==> src/rtl/mips_mc_ctrl.sv <==
// Multicycle control FSM for the 8-bit MIPS datapath: byte-wise fetch, decode, execute, writeback.
// Optional BNE support is enabled by defining MIPS_CTRL_BNE_EN.
module mips_mc_ctrl #(
    parameter int INSTR_BYTES = 4
) (
    input  logic       clk,
    input  logic       reset_n,
    input  logic [5:0] op,
    input  logic [5:0] funct,
    input  logic       zero,
    output logic       memread,
    output logic       memwrite,
    output logic       iord,
    output logic [3:0] irwrite,
    output logic       alusrca,
    output logic [1:0] alusrcb,
    output logic [2:0] alucont,
    output logic [1:0] pcsource,
    output logic       pcen,
    output logic       regwrite,
    output logic       regdst,
    output logic       memtoreg,
    output logic [3:0] state
);

    typedef enum logic [3:0] {
        S_FETCH1  = 4'd0,
        S_FETCH2  = 4'd1,
        S_FETCH3  = 4'd2,
        S_FETCH4  = 4'd3,
        S_DECODE  = 4'd4,
        S_MEMADR  = 4'd5,
        S_LBRD    = 4'd6,
        S_LBWR    = 4'd7,
        S_SBWR    = 4'd8,
        S_RTYPEEX = 4'd9,
        S_RTYPEWR = 4'd10,
        S_BEQEX   = 4'd11,
        S_JEX     = 4'd12,
        S_ADDIEX  = 4'd13,
        S_ADDIWR  = 4'd14,
        S_BNEEX   = 4'd15
    } state_t;

    localparam logic [5:0] OP_LB    = 6'b100000;
    localparam logic [5:0] OP_SB    = 6'b101000;
    localparam logic [5:0] OP_RTYPE = 6'b000000;
    localparam logic [5:0] OP_BEQ   = 6'b000100;
    localparam logic [5:0] OP_J     = 6'b000010;
    localparam logic [5:0] OP_ADDI  = 6'b001000;
    localparam logic [5:0] OP_BNE   = 6'b000101;

    localparam logic [3:0] LAST_FETCH = 4'(INSTR_BYTES - 1);

    function automatic logic [2:0] funct_to_alucont(input logic [5:0] f);
        case (f)
            6'b100000: funct_to_alucont = 3'b010;
            6'b100010: funct_to_alucont = 3'b110;
            6'b100100: funct_to_alucont = 3'b000;
            6'b100101: funct_to_alucont = 3'b001;
            6'b101010: funct_to_alucont = 3'b111;
            default:   funct_to_alucont = 3'b010;
        endcase
    endfunction

    state_t     state_q, state_d;
    logic       pcwrite_s, pcwritecond_s, pcwritecondn_s;
    logic       memread_s, memwrite_s, iord_s, alusrca_s, regwrite_s, regdst_s, memtoreg_s;
    logic [3:0] irwrite_s;
    logic [1:0] alusrcb_s, pcsource_s;
    logic [2:0] alucont_s;

    // State register with asynchronous restart at FETCH1.
    always_ff @(posedge clk or negedge reset_n) begin
        if (!reset_n) begin
            state_q <= S_FETCH1;
        end else begin
            state_q <= state_d;
        end
    end

    // Next-state and Moore control decode.
    always_comb begin
        state_d        = S_FETCH1;
        pcwrite_s      = 1'b0;
        pcwritecond_s  = 1'b0;
        pcwritecondn_s = 1'b0;
        memread_s      = 1'b0;
        memwrite_s     = 1'b0;
        iord_s         = 1'b0;
        irwrite_s      = 4'b0000;
        alusrca_s      = 1'b0;
        alusrcb_s      = 2'b00;
        alucont_s      = 3'b010;
        pcsource_s     = 2'b00;
        regwrite_s     = 1'b0;
        regdst_s       = 1'b0;
        memtoreg_s     = 1'b0;
        case (state_q)
            S_FETCH1, S_FETCH2, S_FETCH3, S_FETCH4: begin
                if (state_q <= LAST_FETCH) begin
                    memread_s = 1'b1;
                    irwrite_s = 4'b0001 << state_q[1:0];
                    alusrcb_s = 2'b01;
                    pcwrite_s = 1'b1;
                    if (state_q == LAST_FETCH) begin
                        state_d = S_DECODE;
                    end else begin
                        state_d = state_t'(state_q + 4'd1);
                    end
                end else begin
                    // Fetch codes past the configured width are never entered legitimately.
                    alucont_s = 3'b000;
                    state_d   = S_FETCH1;
                end
            end
            S_DECODE: begin
                alusrcb_s = 2'b11;
                case (op)
                    OP_LB, OP_SB: state_d = S_MEMADR;
                    OP_RTYPE:     state_d = S_RTYPEEX;
                    OP_BEQ:       state_d = S_BEQEX;
                    OP_J:         state_d = S_JEX;
                    OP_ADDI:      state_d = S_ADDIEX;
`ifdef MIPS_CTRL_BNE_EN
                    OP_BNE:       state_d = S_BNEEX;
`endif
                    default:      state_d = S_FETCH1;
                endcase
            end
            S_MEMADR: begin
                alusrca_s = 1'b1;
                alusrcb_s = 2'b10;
                if (op == OP_LB) begin
                    state_d = S_LBRD;
                end else begin
                    state_d = S_SBWR;
                end
            end
            S_LBRD: begin
                memread_s = 1'b1;
                iord_s    = 1'b1;
                state_d   = S_LBWR;
            end
            S_LBWR: begin
                regwrite_s = 1'b1;
                memtoreg_s = 1'b1;
            end
            S_SBWR: begin
                memwrite_s = 1'b1;
                iord_s     = 1'b1;
            end
            S_RTYPEEX: begin
                alusrca_s = 1'b1;
                alucont_s = funct_to_alucont(funct);
                state_d   = S_RTYPEWR;
            end
            S_RTYPEWR: begin
                regdst_s   = 1'b1;
                regwrite_s = 1'b1;
            end
            S_BEQEX: begin
                alusrca_s     = 1'b1;
                alucont_s     = 3'b110;
                pcwritecond_s = 1'b1;
                pcsource_s    = 2'b01;
            end
            S_JEX: begin
                pcwrite_s  = 1'b1;
                pcsource_s = 2'b10;
            end
            S_ADDIEX: begin
                alusrca_s = 1'b1;
                alusrcb_s = 2'b10;
                state_d   = S_ADDIWR;
            end
            S_ADDIWR: begin
                regwrite_s = 1'b1;
            end
`ifdef MIPS_CTRL_BNE_EN
            S_BNEEX: begin
                alusrca_s      = 1'b1;
                alucont_s      = 3'b110;
                pcwritecondn_s = 1'b1;
                pcsource_s     = 2'b01;
            end
`endif
            default: begin
                alucont_s = 3'b000;
                state_d   = S_FETCH1;
            end
        endcase
    end

    // Output stage: everything is held at zero while reset is asserted.
    always_comb begin
        if (!reset_n) begin
            memread  = 1'b0;
            memwrite = 1'b0;
            iord     = 1'b0;
            irwrite  = 4'b0000;
            alusrca  = 1'b0;
            alusrcb  = 2'b00;
            alucont  = 3'b000;
            pcsource = 2'b00;
            pcen     = 1'b0;
            regwrite = 1'b0;
            regdst   = 1'b0;
            memtoreg = 1'b0;
        end else begin
            memread  = memread_s;
            memwrite = memwrite_s;
            iord     = iord_s;
            irwrite  = irwrite_s;
            alusrca  = alusrca_s;
            alusrcb  = alusrcb_s;
            alucont  = alucont_s;
            pcsource = pcsource_s;
            pcen     = pcwrite_s | (pcwritecond_s & zero) | (pcwritecondn_s & ~zero);
            regwrite = regwrite_s;
            regdst   = regdst_s;
            memtoreg = memtoreg_s;
        end
    end

    assign state = state_q;

endmodule
==> config.mk <==
export PLATFORM = sky130hd
export DESIGN_NAME = mips_mc_ctrl
export DESIGN_NICKNAME = d
export VERILOG_FILES = /design/src/rtl/mips_mc_ctrl.sv
export SDC_FILE = /design/constraint.sdc
export NUM_CORES = 1
export LEC_CHECK = 0
export BUFFER_PORTS_ARGS = -buffer_cell sky130_fd_sc_hd__clkbuf_2
export CORE_MARGIN = 1.5
export CORE_UTILIZATION = 38
export DETAILED_ROUTE_END_ITERATION = 7
export HOLD_SLACK_MARGIN = 0.1
export PLACE_DENSITY_LB_ADDON = 0.1
export SYNTH_ARGS = -nofsm -noshare
export SYNTH_HDL_FRONTEND = slang
export SYNTH_SLANG_ARGS = --single-unit
==> constraint.sdc <==
create_clock -name clk -period 1.95 [get_ports clk]
set_input_delay 0.585 -clock clk [delete_from_list [all_inputs] [get_ports clk]]
set_output_delay 0.585 -clock clk [all_outputs]
set_load 0.01 [all_outputs]
After elaboration in Yosys (flattened, before gate mapping)
Index checks and enable logic that the tools add are counted.

operators by class
  bitwise operators = 2
  eq/ne operators = 23
  order comparisons = 1
  shifts and indexed selects = 1
  reductions and logical operators = 9
  muxes and demuxes = 35
  add/sub/neg operators = 1

operators by type and width
  cell                 count
  $eq 6x6->1 const B   6
  $eq 4x4->1 const B   7
  $mux 4               6
  $pmux 3 s4           2
  $pmux 4 s6           1
  $pmux 4 s5           1
  $mux 1               17
  $eq 4x3->1 const B   4
  $reduce_or 9->1      1
  $eq 4x2->1 const B   2
  $reduce_or 4->1      2
  $eq 6x2->1 const B   1
  $eq 6x3->1 const B   1
  $eq 6x4->1 const B   1
  $logic_not 6->1      1
  $mux 2               3
  $pmux 2 s3           1
  $reduce_or 2->1      3
  $add 4x1->4 const B  1
  $eq 4x1->1 const B   1
  $le 4x2->1 const B   1
  $logic_not 4->1      1
  $pmux 1 s2           2
  $pmux 2 s2           1
  5 further kinds      5

storage, ports and cells
  input port bits = 15
  flip-flop bits (word level) = 4

Longest topological paths before layout
Gate-level depths: netlist of the first run.

  word-level depth = 5
  gate-level depth with buffers = 6
  depth with buffers taken out = 5

Worst setup path after synthesis of the first run
OpenSTA, ideal clock, no wires.

  path kind = reg2out
  from = register state_q[1], in the netlist state[1]
  to = output alucont[1]
  stages on the path, launching flop included = 7
  buffers on the path = 1
  path slack = -0.137 ns
  required time = 1.365 ns
  arrival time = 1.502 ns
  path through = dfrtp_1 inv_1 ha_1 clkbuf_1 nand2b_1 a2111oi_0 o32ai_1

on the way
  longest elaborated chain between the ends = 4
  elaborated cells between the ends (all ways) = 21
  classes of those cells = order compare (1); eq/ne (14); mux (3); reduce/logical (3)

ends and longest elaborated chain
  what                                line  source
  start: declaration                  66    state_t state_q, state_d;
  start signal: assignment            78    state_q <= state_d;
  $le 4x2->1 (tied with other cells)  101   if (state_q <= LAST_FETCH) begin
  $mux 2 (tied with other cells)      101
  $pmux 3 s4 *                        99    case (state_q)
  $mux 3 *                            197   if (!reset_n) begin
  end: declaration                    17    output logic [2:0] alucont,

Every way passes the cells marked *; elsewhere a longest branch is shown, timed or not.

Worst setup path after layout of the first run
  from = register state_q[0], in the netlist state[0]
  to = output alucont[1]

Same word-level chain as after synthesis.

==> reports/results.tsv, run 1 <==
stage	metric	value	unit
synth	synth warn	0	
sta	fin crit share	1.098	
sta	fin. max-slew vios	0	
sta	Setup-failing EPs final	17	
critical_path	Setup crit end kind	output port	
cts	clk_lat worst skew	230	ps
grt	initial antenna violation count	0	
final_layout	max FFs per register	4	
grt	GRT Residual Overflow	0	
route	Final ANT Viol Nets	0	
synth	synthesized flop and latch total	4	
place	GPL Wtd Cong	0.8655	
route	final wirelength	2027	microns
power	Final Power	1.361	mW
route	Residual DRC	0	
run_status	status	finished, violations left	
sta	Hold Vio Cnt, Final	0	
synth	post-synthesis sequential area ratio	0.1623	
synth	top-area cell type share of the netlist area	0.1623	
power	Switching Fraction	0.4718	
power	Clock Power Share	0.072	
synth	area leader, netlist	dfrtp_1	
sta	Setup WS post-layout	-190.9	ps
power	Comb power frac	0.800	
synth	Post-synth EDFFs	0	
synth	Synth cell types	35	
grt	global-route wire length before repair	3160	microns
route	Avg WL per Cell	12.83	microns
synth	Synth Flop Type	dfrtp_1	
final_layout	area delta synth->final	77.89	%
route	DRT iter0 DRCs	16	
critical_path	Worst setup SP type	flip-flop	
power	internal power	719.0	uW
critical_path	RR Endpoint	state[3]	
final_layout	# diodes	0	
synth	syn_area_per_cell	6.705	sq um
grt	vias in the first global route	735	
sta	Max Fclk	467.1	MHz
sta	Setup Skew	2.371	ps
route	DR pass1 iterations	4	
sta	fin crit period	2141	ps
critical_path	CP Class	flip-flop to output port	
floorplanning	die width	43.29	microns
place	placed wire-length estimate	1505	microns
cts	CTS tree	built	
grt	Tot GR Track Use	0.2207	
sta	Slew @ Worst Pin	331.7	ps
synth	syn nets	111	
cts	Root Buffer	clkbuf_4	
route	via/cell ratio	5.285	
critical_path	crit path launch	state[0]	
floorplanning	# rows	14	
critical_path	Reg2Reg Setup Slack	-30	ps
power	sequential power share	0.129	
critical_path	R2R cell count	7	
floorplanning	Die Y	43.29	microns
final_layout	Nets	163	
run_status	failing checks	negative setup slack	
sta	unrepaired setup endpoints after global routing	true	
grt	pin count of the biggest net entering global routing	16	
power	P_sw	642.3	uW
power	Lkg Pwr	0.5199	nW
place	PortBufs	37	
worst_hold_path	hold crit path type	input port to async pin	
synth	Synth Cell Area	616.8	sq um
final_layout	Post-Layout Cell Count	158	
cts	Num Clock Sinks	4	
cts	CTS HTree Levels	1	
critical_path	Crit path arrival time	1560	ps
floorplanning	num ports	38	
cts	Num CTS Buffers	3	
critical_path	worst r2r src	state[1]	
final_layout	Filler Cells Inserted	120	
synth	Syn Inst Count	92	
final_layout	most frequent cells in the layout	clkbuf_2 (29), nor2_1 (15), buf_4 (13)	
critical_path	worst path required time	1360	ps
final_layout	commonest non-fill, non-tap cell in the layout	clkbuf_2	
cts	Clock Pin Slew Worst Setup and Hold Paths	40	ps
cts	Clock Path Buffers	2	
floorplanning	initial core utilization	0.4095	
power	Peak VDD IR	0.0004852	V
critical_path	Crit Path Max Fanout	5	
run	max cap viols	0	
place	cell count after placement	150	
floorplanning	die area	1874	sq um
sta	max_slew headroom	0.7781	
synth	Synth area leaders	dfrtp_1 (16%), nor2_1 (9.7%), ha_1 (8.1%)	
final_layout	share of cells above drive strength 1	0.5915	
power	pwr dens	1241	nW/um^2
synth	ys async rst share	1.000	
cts	cts-stage hold buffer count	0	
floorplanning	core area	1506	sq um
route	DR vias	835	
## cells in the mapped netlist, drive strengths merged, types with 2 or more instances
| cell type | count |
|---|---|
| nand4b | 2 |
| o211ai | 2 |
| nor2b | 4 |
| nor2 | 16 |
| nand4 | 2 |
| nand2 | 10 |
| or3 | 2 |
| inv | 6 |
| nand2b | 2 |
| nor3 | 4 |
| ha | 4 |
| a21oi | 5 |
| dfrtp | 4 |
| and3 | 5 |
| clkbuf | 4 |
## repair_timing
item                                   in CTS  in global routing
buffers inserted                            5                  0
endpoints found under the hold margin       0                  0
pin swaps                                   7                  3
cloned                                      0                  0
setup endpoints to repair                  20                 21
resized for setup                          18                 20
## worst max path at each step
stage,cells after the start,to,slack (ps)
final,5,alucont[1],-190
after global routing,5,alucont[1],-250
after CTS,5,alucont[1],-200
after detailed placement,5,alucont[1],-40
after global placement,5,alucont[1],-10
after floorplan,6,alucont[1],-3
## through the flow
step / TNS, ps / instance area, sq um / hold slack [ps] / setup WS [ps] / utilization
after floorplan: -2.545 / 663.1 / 289.4 / -2.545 / -
after global placement: -12.27 / 913.4 / 617.6 / -12.27 / 0.6063
after detailed placement: -119.5 / 913.4 / 612.9 / -41.35 / 0.6063
after CTS: -1563 / 1045 / 370.0 / -196.9 / 0.6935
after global routing: -2925 / 1097 / 416.9 / -252.2 / 0.7284
final: -1609 / 1097 / 416.5 / -190.9 / 0.7284
## worst max-delay path, cell delays in order, from the launching register on
cell and delay [ps]:
dfrtp_2 460, ha_4 190, nand2b_4 140, a2111oi_4 290, o32ai_2 110, clkbuf_2 130
## per-layer routing
layer / wire [microns] / track usage / part of all wire
met4: 0 / 0.08485 / 0
met1: 906 / 0.3005 / 0.45
met3: 108 / 0.02979 / 0.053
met2: 1013 / 0.3493 / 0.50
met5: 0 / 0 / 0
## power by group through the flow
stage / combinational (mW) / sequential (mW) / clock, mW
floorplan: 0.507 / 0.168 / 0
global placement: 0.795 / 0.157 / 0
detailed placement: 0.795 / 0.161 / 0
CTS: 1.01 / 0.172 / 0.100
global route: 1.18 / 0.183 / 0.107
finish: 1.09 / 0.175 / 0.0978
## cells by family after synthesis
| kind of cell | after synthesis | synth area share |
|---|---|---|
| AND/OR/NAND/NOR | 52 | 0.4300 |
| AO/OA/AOI/OAI | 19 | 0.2231 |
| adder cells (fa/ha/maj) | 5 | 0.09737 |
| buffers and inverters | 11 | 0.06895 |
| multiplexers | 1 | 0.01825 |
| flip-flops | 4 | 0.1623 |
## cell type report
type / count / area [sq um] / share of cell area
flip-flops and latches: 4 / 101.3 / 0.09236
multi-input cells: 77 / 619.3 / 0.5644
clock buffers: 3 / 22.52 / 0.02052
inverters: 6 / 22.52 / 0.02052
repair buffers: 52 / 311.5 / 0.2839
well taps: 16 / 20.02 / 0.01824
Power figures use the tool's default switching activity.
==> inputs of run 2 (changes only) <==
Settings changed: CELL_PAD_IN_SITES_DETAIL_PLACEMENT from default to 0, CELL_PAD_IN_SITES_GLOBAL_PLACEMENT from default to 2, CORE_ASPECT_RATIO from default to 2, CORE_UTILIZATION 38 to 18.
==> run 2 against run 1 <==
Effect of this change:
- via count is 8.6% higher
- largest cell class unchanged
- wire length is 26% higher
- non-clock buffer count is 16 higher
- the flow still finishes with violations (negative setup slack)
- die area is 100% higher
- highest routed layer unchanged
- hold slack better by 52 ps
- total power is 30% higher
- global-route usage is 8.2 points lower
- first-iteration DRC count is 6.3% lower
- fmax is 1.3% lower
==> reports/results.tsv, run 2 (same netlist as run 1, synthesis figures left out) <==
stage	metric	value	unit	change
run_status	status	finished, violations left		
run_status	failing checks	negative setup slack		
power	Comb power frac	0.796		-0.004
cts	CTS HTree Levels	1		unchanged
place	cell count after placement	174		+16%
route	final wirelength	2550	microns	+26%
final_layout	Post-Layout Cell Count	189		+20%
sta	Setup WS post-layout	-218.0	ps	-27.13 ps
floorplanning	die width	44.40	microns	+2.6%
sta	unrepaired setup endpoints after global routing	true		
critical_path	worst path required time	1360	ps	about the same
floorplanning	die area	3808	sq um	+100%
power	sequential power share	0.109		-0.020
critical_path	Worst setup SP type	flip-flop		
grt	routing usage on met3	0.01684		-0.01295
grt	GRT Residual Overflow	0		unchanged
sta	fin crit period	2168	ps	+27.13 ps
critical_path	Crit Path Max Fanout	4		-1
grt	global-route wire length before repair	4029	microns	+28%
cts	Num Clock Sinks	4		unchanged
place	PortBufs	37		unchanged
power	Lkg Pwr	0.6365	nW	+22%
power	pwr dens	1300	nW/um^2	+4.8%
place	GPL Wtd Cong	0.7211		-17%
sta	Slew @ Worst Pin	280.7	ps	-50.98 ps
final_layout	most frequent cells in the layout	clkbuf_2 (22), buf_4 (22), buf_2 (13)		
final_layout	max FFs per register	4		unchanged
route	via/cell ratio	4.799		-9.2%
sta	Min Hold Slack	468.6	ps	+52.14 ps
cts	CTS tree	built		
power	Switching Fraction	0.4124		-0.05946
power	internal power	1.042	mW	+45%
route	Avg WL per Cell	13.49	microns	+5.2%
grt	pin count of the biggest net entering global routing	12		-4
sta	max_slew headroom	0.8104		+0.03234
run	max cap viols	0		unchanged
final_layout	multi-input logic area	669.4	sq um	+8.1%
route	DR pass1 iterations	6		+2
grt	GRT met2 Usage	0.2981		-0.05113
critical_path	Crit path arrival time	1580	ps	+20 ps
sta	Max Fclk	461.3	MHz	-1.3%
route	DR vias	907		+8.6%
grt	Tot GR Track Use	0.1382		-0.08246
floorplanning	# rows	29		+15
cts	clk_lat worst skew	210	ps	-20 ps
critical_path	CP Class	flip-flop to output port		
cts	cts-stage hold buffer count	0		unchanged
floorplanning	Die Y	85.79	microns	+98%
final_layout	Nets	179		+9.8%
final_layout	Filler Cells Inserted	361		+200%
grt	initial antenna violation count	0		unchanged
sta	fin crit share	1.112		+0.01391
final_layout	area delta synth->final	121.1	%	
sta	Setup Skew	1.821	ps	-0.5496 ps
place	placed wire-length estimate	2109	microns	+40%
sta	fin. max-slew vios	0		unchanged
power	Peak VDD IR	0.0007080	V	+46%
floorplanning	core area	3229	sq um	+110%
sta	Setup-failing EPs final	14		-3
grt	vias in the first global route	893		+21%
final_layout	# diodes	0		unchanged
grt	GRT met1 Usage	0.1231		-0.1774
floorplanning	initial core utilization	0.1910		-0.2185
route	Final ANT Viol Nets	0		unchanged
power	P_sw	730.8	uW	+14%
sta	Hold Vio Cnt, Final	0		unchanged
route	Residual DRC	0		unchanged
final_layout	sequential cell area	103.9	sq um	+2.5%
route	DRT iter0 DRCs	15		-1
final_layout	share of cells above drive strength 1	0.7025		+0.1110
worst_hold_path	hold crit path type	input port to async pin		
critical_path	Setup crit end kind	output port		
power	Final Power	1.772	mW	+30%
cts	Root Buffer	clkbuf_8		
power	Clock Power Share	0.096		+0.024
grt	grt peak-use layer	met2		
cts	Num CTS Buffers	3		unchanged
cts	Clock Path Buffers	2		unchanged
cts	Clock Pin Slew Worst Setup and Hold Paths	30	ps	about the same
floorplanning	num ports	38		unchanged
## run 2: changes by cell type in the layout (fill, tap and decap cells not counted), moves of 5 or more
cell and delta:
clkbuf_2 -7, buf_4 +9, buf_6 +5, buf_2 +6
## run 2: power by group through the flow
stage	Combinational (mW)	Sequential (mW)	Clock, mW
3_3_place_gp	0.958	0.162	0
6_report	1.41	0.192	0.170
4_1_cts	1.17	0.178	0.173
5_1_grt	1.53	0.202	0.181
3_5_place_dp	0.950	0.165	0
2_1_floorplan	0.507	0.168	0
## run 2: per-stage QoR
step                utilization  TNS [ps]  instance area [sq um]  worst slack, ps
floorplan                     -    -2.545                  663.1           -2.545
global placement         0.3134    -78.69                   1012           -46.16
detailed placement       0.3134    -180.6                   1012           -63.70
CTS                      0.3638     -1536                   1175           -210.1
global route             0.4223     -2343                   1364           -300.9
finish                   0.4223     -1225                   1364           -218.0
## run 2: final cells by class
type / instances / area share
multi-input combinational: 77 / 0.4908
timing repair buffer: 68 / 0.3560
sequential: 4 / 0.07615
clock buffer: 3 / 0.03028
tap: 31 / 0.02844
inverter: 6 / 0.01835
## run 2: per-layer routing
layer  wire length (microns)  share of wire  up-vias
li1                        -              -      461
met1                     852           0.33      426
met2                    1617           0.63       20
met3                      80          0.031        0
met4                       0              0        0
met5                       0              0        -
## run 2: worst paths after layout
check / from / end / slack [ps] / cells past startpoint
max: state[0] / alucont[1] / -220 / 5
min: reset_n / state[2] / 470 / 2
max reg2reg: state[0] / state[3] / 0 / 7
min reg2reg: state[3] / state[0] / 720 / 2
max in group asynchronous: reset_n / state[1] / 1360 / 2
min in group clk: state[3] / state[0] / 720 / 2
## run 2: repair_timing
action / 4_1_cts / 5_1_grt
gates resized for setup: 17 / 50
buffers inserted: 6 / 7
setup endpoints to repair: 21 / 20
gates cloned: 0 / 0
pin swaps: 1 / 11
## run 2: worst max-delay path: stages, from the launching register on
cell and delay [ps]:
dfrtp_2 460, ha_4 200, nand2b_4 140, a2111oi_4 300
o32ai_2 130, clkbuf_2 130
